$ cat config.mk
export PLATFORM = sky130hd
export DESIGN_NAME = seven_seg_mux_display
export DESIGN_NICKNAME = d
export VERILOG_FILES = /design/src/rtl/seven_seg_mux_display.sv
export SDC_FILE = /design/constraint.sdc
export NUM_CORES = 1
export LEC_CHECK = 0
export BUFFER_PORTS_ARGS = -buffer_cell sky130_fd_sc_hd__buf_2
export CAP_MARGIN = 10
export CORE_MARGIN = 3
export CORE_UTILIZATION = 51
export DETAILED_ROUTE_END_ITERATION = 10
export HOLD_SLACK_MARGIN = 0.15
export PLACE_DENSITY = 0.74
export REMOVE_ABC_BUFFERS = 1
export SETUP_SLACK_MARGIN = 0.1
export SYNTH_ARGS = -nofsm -noshare
export SYNTH_HDL_FRONTEND = slang
export SYNTH_SLANG_ARGS = --single-unit
$ cat constraint.sdc
create_clock -name clk -period 2.1 [get_ports clk]
set_input_delay 0.315 -clock clk [delete_from_list [all_inputs] [get_ports clk]]
set_output_delay 0.315 -clock clk [all_outputs]
set_load 0.05 [all_outputs]
$ cat src/rtl/seven_seg_mux_display.sv
// Time-multiplexed hex driver for common-anode seven-segment digits with tear-free frame commit.
// Optional LEADING_ZERO_BLANK_EN blanks leading zero digits (digit 0 always shown).
module seven_seg_mux_display #(
   parameter int NUM_DIGITS  = 2,
   parameter int REFRESH_DIV = 24000,
   parameter int DEAD_CYCLES = 2
) (
   input  logic                    clk,
   input  logic                    reset,
   input  logic                    load,
   input  logic [4*NUM_DIGITS-1:0] digits,
   output logic [NUM_DIGITS-1:0]   an,
   output logic [6:0]              seg,
   output logic                    frame_start
);

   localparam int CW = $clog2(REFRESH_DIV);
   localparam int IW = (NUM_DIGITS > 1) ? $clog2(NUM_DIGITS) : 1;
   localparam logic [CW-1:0] CNT_LAST = CW'(REFRESH_DIV - 1);
   localparam logic [CW-1:0] DEAD_LIM = CW'(DEAD_CYCLES);
   localparam logic [IW-1:0] IDX_LAST = IW'(NUM_DIGITS - 1);

   logic [CW-1:0]           cnt_q, cnt_d;
   logic [IW-1:0]           idx_q, idx_d;
   logic [4*NUM_DIGITS-1:0] disp_q, disp_d;
   logic [4*NUM_DIGITS-1:0] pend_q, pend_d;
   logic                    pend_vld_q, pend_vld_d;
   logic [NUM_DIGITS-1:0]   an_d;
   logic [6:0]              seg_d;

   logic       slot_end;
   logic       boundary;
   logic       commit;
   logic       dead;
   logic [3:0] nib;
   logic       blank_lead;

   function automatic logic [6:0] hex7(input logic [3:0] n);
      logic [6:0] s;
      case (n)
         4'h0: s = 7'b1000000;
         4'h1: s = 7'b1111001;
         4'h2: s = 7'b0100100;
         4'h3: s = 7'b0110000;
         4'h4: s = 7'b0011001;
         4'h5: s = 7'b0010010;
         4'h6: s = 7'b0000010;
         4'h7: s = 7'b1111000;
         4'h8: s = 7'b0000000;
         4'h9: s = 7'b0010000;
         4'hA: s = 7'b0001000;
         4'hB: s = 7'b0000011;
         4'hC: s = 7'b1000110;
         4'hD: s = 7'b0100001;
         4'hE: s = 7'b0000110;
         default: s = 7'b0001110;
      endcase
      return s;
   endfunction

   always_comb begin
      slot_end = (cnt_q == CNT_LAST);
      boundary = slot_end && (idx_q == IDX_LAST);
      commit   = boundary && (pend_vld_q || load);

      cnt_d = slot_end ? '0 : cnt_q + 1'b1;
      idx_d = idx_q;
      if (slot_end) begin
         idx_d = (idx_q == IDX_LAST) ? '0 : idx_q + 1'b1;
      end

      // A load landing on the boundary bypasses pend and commits straight away.
      disp_d     = commit ? (load ? digits : pend_q) : disp_q;
      pend_d     = load ? digits : pend_q;
      pend_vld_d = commit ? 1'b0 : (load ? 1'b1 : pend_vld_q);
   end

   always_comb begin
      nib = '0;
      for (int i = 0; i < NUM_DIGITS; i++) begin
         if (idx_q == IW'(i)) begin
            nib = disp_q[4*i +: 4];
         end
      end
   end

`ifdef LEADING_ZERO_BLANK_EN
   logic [NUM_DIGITS-1:0] lz;
   logic                  zero_run;

   // lz[i] set when every nibble from the top down to i is zero.
   always_comb begin
      lz       = '0;
      zero_run = 1'b1;
      for (int i = NUM_DIGITS - 1; i >= 1; i--) begin
         zero_run = zero_run && (disp_q[4*i +: 4] == 4'h0);
         lz[i]    = zero_run;
      end
      blank_lead = 1'b0;
      for (int i = 0; i < NUM_DIGITS; i++) begin
         if (idx_q == IW'(i)) begin
            blank_lead = lz[i];
         end
      end
   end
`else
   always_comb begin
      blank_lead = 1'b0;
   end
`endif

   always_comb begin
      dead  = (cnt_q < DEAD_LIM);
      an_d  = dead ? '1 : ~(NUM_DIGITS'(1) << idx_q);
      seg_d = (dead || blank_lead) ? 7'h7F : hex7(nib);
   end

   always_ff @(posedge clk) begin
      if (!reset) begin
         cnt_q       <= '0;
         idx_q       <= '0;
         disp_q      <= '0;
         pend_q      <= '0;
         pend_vld_q  <= 1'b0;
         an          <= '1;
         seg         <= 7'h7F;
         frame_start <= 1'b0;
      end else begin
         cnt_q       <= cnt_d;
         idx_q       <= idx_d;
         disp_q      <= disp_d;
         pend_q      <= pend_d;
         pend_vld_q  <= pend_vld_d;
         an          <= an_d;
         seg         <= seg_d;
         frame_start <= commit;
      end
   end

endmodule

==> key figures, run 1 <==
Synth
  – Largest family of logic cells by synthesized area: simple AND/OR/NAND/NOR gates
  – Syn. warnings: 0
  – Synth top area cells: dfxtp_1, mux2i_1, mux2_2, nor2_1, ha_1
  – Mapped Area: 1910 sq um
  – Fraction of the mapped netlist area in simple logic gates: 20.6%
  – Distinct cells, synth: 33
  – Cells after synthesis: 188
  – Area leader, netlist: dfxtp_1
  – Register area share after synthesis: 45.0%
  – Avg Cell Area, Syn: 10.2 sq um
  – Top_reg_cell synth: dfxtp_1
  – Share of the synthesized area in the top cell type: 45.0%
  – Synth Area in Compound Gates: 5.63%
  – Post-synth EDFFs: 0
  – Adder-Cell Fraction of Synth Area: 4.58%
  – Post-synthesis mux area share: 14.4%
  – Post-synthesis sequential element count: 43
  – Synth Area in XOR/XNOR: 6.41%
  – FFs w/ async S/R, synth: 0%

Timing
  – Max Slew Vio Count: 0
  – Worst Tran Pin Value: 0.400 ns
  – Relative slew slack: 73.1%
  – Fmax: 532 MHz
  – Endpoints failing setup: 0
  – Min cycle time layout: 1.88 ns
  – RSZ-0062 raised after global routing: false
  – Final hold violations: 0
  – Layout Skew: 0.00699 ns
  – Final Cycle Share: 89.6%

Run status
  – Status: completed

Worst setup path
  – Startpoint Class: register
  – CP max-delay cell: nor4_4
  – Crit Path Category: reg2reg
  – Critical Path RT: 2.28 ns
  – CP Capture Type: register
  – Crit-path max FO: 8
  – Buf+Inv Stages, Crit Path: 0
  – CP top delay family: simple AND/OR/NAND/NOR gates
  – CP Cell Sequence: or3_4, nor4_4, o211ai_4, mux2_2
  – Slowest cell delay on critical path: 0.44 ns
  – Crit path DAT: 2.06 ns

Finish
  – Final Non-Filler Cells: 262
  – Commonest non-fill, non-tap cell in the layout: dfxtp_1
  – Share of layout cells above drive strength 1: 27.3%
  – Design area: 2190 sq um
  – Area Overhead vs Synth: 14.8%
  – Inserted Diodes: 0
  – Total Nets Final: 233
  – Most frequent cells in the layout: dfxtp_1, nor2_1, buf_2
  – Fillers: 286

Clocking
  – Clk buf depth: 2
  – CTS resizes: 0
  – CTS Buf Count: 5
  – # clock sinks: 43
  – CTS tree: yes
  – Clock Latency Late Sink: 0.29 ns
  – Root buf cell: clkbuf_8
  – Post-CTS setup buffer count: 0
  – Hold_buf cts: 0
  – Clk slew on worst S/H paths: 0.08 ns
  – Max H-tree Level: 2

Route
  – DRC Markers: 0
  – Total routed wirelength: 3.59 mm
  – First-pass DRT Iterations: 4
  – Vias: 1404
  – First DRT Iteration DRCs: 180
  – Routed length per instance: 13.7 microns
  – Post-route ant nets: 0
  – Avg Vias per Cell: 5.36

Floorplan
  – Die area: 4520 sq um
  – # IOs: 21
  – Rows: 21
  – Die Span Y: 67.2 microns
  – Core area: 3470 sq um
  – Starting Density: 55.1%
  – Die Wd: 67.2 microns

GRT
  – First-pass GRT wire length: 6.24 mm
  – Gr ovfl total: 0
  – Number of global-route vias before repair: 1338
  – Initial antenna violation count: 0
  – Largest net degree at the start of global routing: 16
  – GRT Util Overall: 18.2%

Power
  – Total power: 0.00164 W
  – Peak supply drop: 0.804 mV
  – Leak: 0.899 nW
  – Pwr dens: 747 nW/um^2

Job
  – Max-Cap Viols: 0

Placement
  – Inst Count DP: 254
  – Final GP Congestion: 0.909
  – Port bufs: 20
  – DP Wirelength: 2.70 mm
  – Post-Place Cell Area: 2080 sq um

Hold path
  – Worst min-delay path category: in2reg
-- cell usage after synthesis, drive strengths merged, types with 4 or more instances --
| library cell | n |
|---|---|
| nand3 | 6 |
| mux2i | 14 |
| xor2 | 10 |
| mux2 | 10 |
| nor4 | 6 |
| nand4 | 7 |
| nor2 | 26 |
| o211ai | 4 |
| dfxtp | 43 |
| xnor2 | 4 |
| clkbuf | 4 |
| ha | 7 |
| inv | 4 |
| nand2 | 11 |
| and2 | 9 |
-- worst reg2reg max path: stages, from the launching register on --
cell      delay, ns
dfxtp_1        0.37
or3_4          0.40
nor4_4         0.44
o211ai_4       0.22
mux2_2         0.33
-- metal layers --
metal  vias up  share of wire [%]  routed length (microns)  track usage (%)
met3         7                5.1                      183             4.33
met4         0                1.5                       55             6.84
met5         -                  0                        0                0
met1       651                 45                     1620             23.6
met2        39                 48                     1730             29.4
li1        707                  -                        -                -
-- area by class of cell --
class	instances	area [sq um]	area share [%]
Clock buffer	6	82.6	3.76
Tap cell	46	57.6	2.62
Inverter	5	18.8	0.855
Timing Repair Buffer	27	153	6.96
Sequential cell	43	861	39.2
Clock inverter	2	35.0	1.60
Multi-Input combinational cell	133	987	45.0
-- cells by family (layout without fill, tap and decap cells) --
family,count (synthesis),in the layout
AO/OA/AOI/OAI,14,14
XOR/XNOR,14,14
adder cells (fa/ha/maj),7,7
buffers and inverters,12,40
flip-flops,43,43
multiplexers,25,25
AND/OR/NAND/NOR,73,73
-- worst paths after layout --
| check | startpoint | endpoint | slack [ns] | cells after the start |
|---|---|---|---|---|
| worst min register to register | cnt_q[0] | cnt_q[0] | 0.45 | 1 |
| worst max register to register | cnt_q[6] | disp_q[7] | 0.22 | 4 |
| worst max-delay path | cnt_q[6] | disp_q[7] | 0.22 | 4 |
| worst min-delay path | digits[0] | pend_q[0] | 0.30 | 3 |
-- flip-flops by register name, indices dropped and copies added (netlist names) --
signal       count
seg              7
frame_start      1
an               2
cnt_q           15
pend_q           8
disp_q           8
idx_q            1
pend_vld_q       1
-- where the power goes --
group	switching (W)	total (W)	internal, W
registers	0.0000126	0.000856	0.000843
logic	0.0000916	0.000132	0.0000408
clock network	0.000267	0.000652	0.000385
total	0.000371	0.00164	0.00127
-- stage by stage --
stage | setup slack [ns] | setup TNS, ns | util, % | hold WS, ns
6_report | 0.219 | 0 | 63.3 | 0.298
5_1_grt | 0.119 | 0 | 63.3 | 0.322
4_1_cts | 0.208 | 0 | 63.3 | 0.296
3_5_place_dp | 0.221 | 0 | 59.9 | 0.445
3_3_place_gp | 0.299 | 0 | 59.9 | 0.425
2_1_floorplan | -0.0685 | -0.0685 | - | 0.413
Power figures use the tool's default switching activity.
==> run 2, diff against run 1 <==
--- a/config.mk
+++ b/config.mk
@@ -5,10 +5,11 @@
 export SDC_FILE = /design/constraint.sdc
 export NUM_CORES = 1
 export LEC_CHECK = 0
+export ABC_AREA = 1
 export BUFFER_PORTS_ARGS = -buffer_cell sky130_fd_sc_hd__buf_2
 export CAP_MARGIN = 10
 export CORE_MARGIN = 3
-export CORE_UTILIZATION = 51
+export CORE_UTILIZATION = 52
 export DETAILED_ROUTE_END_ITERATION = 10
 export HOLD_SLACK_MARGIN = 0.15
 export PLACE_DENSITY = 0.74
==> run 2 against run 1 <==
Sequential cell count unchanged. Cell count up 35%. Synthesized cell count up 51%. Critical endpoint is now seg[0]. Largest cell class unchanged. Largest power group unchanged.
==> key figures, run 2 <==
Power
  – Clock power share: 38.4%
  – Peak supply drop: 0.461 mV
  – Seq pwr share: 52.8%
  – Leak: 1.04 nW
  – Net Sw Power: 0.000386 W
  – Share of power burned in combinational logic: 8.8%
  – Pwr dens: 694 nW/um^2
  – Sw frac: 23.9%
  – P_int: 0.00123 W

Synth
  – Register area share after synthesis: 41.3%
  – Top_reg_cell synth: dfxtp_1
  – Post-synth EDFFs: 0
  – Synth top area cells: dfxtp_1, nand2_1, inv_1, nand3_1, nor2_1
  – FFs w/ async S/R, synth: 0%
  – Mapped Area: 2090 sq um
  – Avg Cell Area, Syn: 7.37 sq um
  – Cells after synthesis: 283
  – Post-synthesis sequential element count: 43
  – Top post-synthesis cells by count: nand2_1, dfxtp_1, inv_1, nor2_1, nand3_1
  – Area leader, netlist: dfxtp_1
  – Syn. warnings: 0
  – Distinct cells, synth: 31
  – Top-count cell post-synth: nand2_1
  – Share of the synthesized area in the top cell type: 41.3%

Timing
  – Max Slew Vio Count: 0
  – Worst Tran Pin Value: 0.395 ns
  – Final hold slack: 0.365 ns
  – Fmax: 615 MHz
  – Relative slew slack: 73.7%
  – Final hold violations: 0
  – RSZ-0062 raised after global routing: false
  – Layout Skew: 0.00448 ns
  – Final setup TNS: 0 ns
  – Endpoints failing setup: 0
  – Final Cycle Share: 77.4%
  – Min cycle time layout: 1.63 ns

Finish
  – Commonest non-fill, non-tap cell in the layout: nand2_1
  – Share of layout cells above drive strength 1: 16.3%
  – Largest regs: cnt_q (15), disp_q (8), pend_q (8)
  – Register with the most flip-flops: cnt_q
  – Inserted Diodes: 0
  – Final Non-Filler Cells: 354
  – Most frequent cells in the layout: nand2_1, dfxtp_1, inv_1
  – Area Overhead vs Synth: 11.6%
  – Utilization after layout: 61.7%
  – Total Nets Final: 324
  – Max reg flops: 15

Route
  – DRC Markers: 0
  – Vias: 1803
  – Avg Vias per Cell: 5.09
  – Total routed wirelength: 3.96 mm
  – Post-route ant nets: 0
  – Routed length per instance: 11.2 microns
  – First DRT Iteration DRCs: 119
  – First-pass DRT Iterations: 4

GRT
  – First-pass GRT wire length: 6.82 mm
  – Initial antenna violation count: 0
  – Number of global-route vias before repair: 1525
  – GRT Util Overall: 17.1%
  – Largest net degree at the start of global routing: 20
  – Gr ovfl total: 0

Clocking
  – CTS tree: yes
  – CTS Buf Count: 5
  – Post-CTS setup buffer count: 0
  – CTS resizes: 0
  – Root buf cell: clkbuf_8
  – # clock sinks: 43
  – Clk buf depth: 2
  – Clk slew on worst S/H paths: 0.08 ns
  – Clock Latency Late Sink: 0.30 ns
  – Hold_buf cts: 0
  – Max H-tree Level: 2

Floorplan
  – Die area: 4810 sq um
  – Core area: 3770 sq um
  – Starting Density: 55.3%
  – Die Wd: 69.3 microns
  – # IOs: 21
  – Rows: 22
  – Die Span Y: 69.3 microns

Worst setup path
  – Slowest cell delay on critical path: 0.51 ns
  – CP max-delay cell: dfxtp_1
  – Buf+Inv Stages, Crit Path: 1
  – Crit-path max FO: 9
  – Crit path top cell by count: nand2_1
  – Startpoint Class: register
  – CP Cell Sequence: o21ai_0, buf_4, ha_1, nand2_1, nand2_1, o22ai_1, nand2_1
  – Critical Path RT: 2.27 ns
  – CP top delay family: flip-flops
  – Crit Path Category: reg2reg
  – CP Capture Type: register
  – Crit path DAT: 1.80 ns

Placement
  – Final GP Congestion: 0.850
  – Inst Count DP: 347
  – Port bufs: 20
  – DP Wirelength: 2.94 mm

Hold path
  – Worst min-delay path category: in2reg

Run status
  – Status: completed

Job
  – Max-Cap Viols: 0
==> run 2: cell types whose count changed after synthesis, moves of 6 or more <==
cell	previous run	this run
a21oi_1	3	11
and2_2	8	0
inv_1	4	39
mux2_2	10	0
mux2i_1	14	0
nand2_1	11	57
nand3_1	6	24
nand4_1	7	15
nor2_1	26	32
nor3_1	0	6
o21ai_0	2	14
xor2_1	10	1
==> run 2: cell type report <==
cell class                      count  area (sq um)
Sequential cell                    43           861
Multi-Input combinational cell    192          1020
Clock inverter                      2          37.5
Inverter                           41           154
Clock buffer                        5          68.8
Timing Repair Buffer               23           123
Tap cell                           48          60.1
Fill cell                         330          1440
==> run 2: metal layers <==
metal  wire length [microns]  vias to the layer above  GRT usage [%]
li1                        -                      961              -
met1                    1980                      788           23.9
met2                    1700                       47           25.1
met3                     212                        7           4.20
met4                      74                        0           7.16
met5                       0                        -              0
==> run 2: path summary, 6_finish.rpt <==
kind         slack (ns)  startpoint        end  cells past startpoint
min                0.36   digits[0]  pend_q[0]                      5
max reg2reg        0.47       idx_q     seg[0]                      7
min reg2reg        0.46    cnt_q[0]   cnt_q[0]                      1
max                0.47       idx_q     seg[0]                      7
==> run 2: cell families after synthesis <==
logic type | after synthesis | synth area share, %
and+or+nand+nor | 154 | 36.8
adders and majority gates | 7 | 4.20
xor gates and xnor gates | 2 | 0.840
buffers and inverters | 48 | 9.60
DFF | 43 | 41.3
AOI/OAI and AO/OA | 29 | 7.32
==> run 2: power by group through the flow <==
stage	Sequential, W	Combinational, W	Clock [W]
5_1_grt	0.000856	0.000156	0.000663
3_5_place_dp	0.000873	0.000143	0
2_1_floorplan	0.000916	0.0000525	0
3_3_place_gp	0.000872	0.000140	0
6_report	0.000853	0.000142	0.000621
4_1_cts	0.000854	0.000143	0.000638
==> run 2: through the flow <==
step                      setup WS [ns]  total power, W  area (sq um)
after detailed placement          0.507         0.00102          2220
after floorplan                   0.493        0.000968          2040
final                             0.474         0.00162          2330
after CTS                         0.486         0.00164          2330
after global routing              0.254         0.00168          2330
after global placement            0.570         0.00101          2220
==> run 2: worst min-delay path: stages <==
cell and delay, ns:
buf_2 0.07, inv_1 0.03, nand2_1 0.04, o21ai_0 0.09, nor2_1 0.08
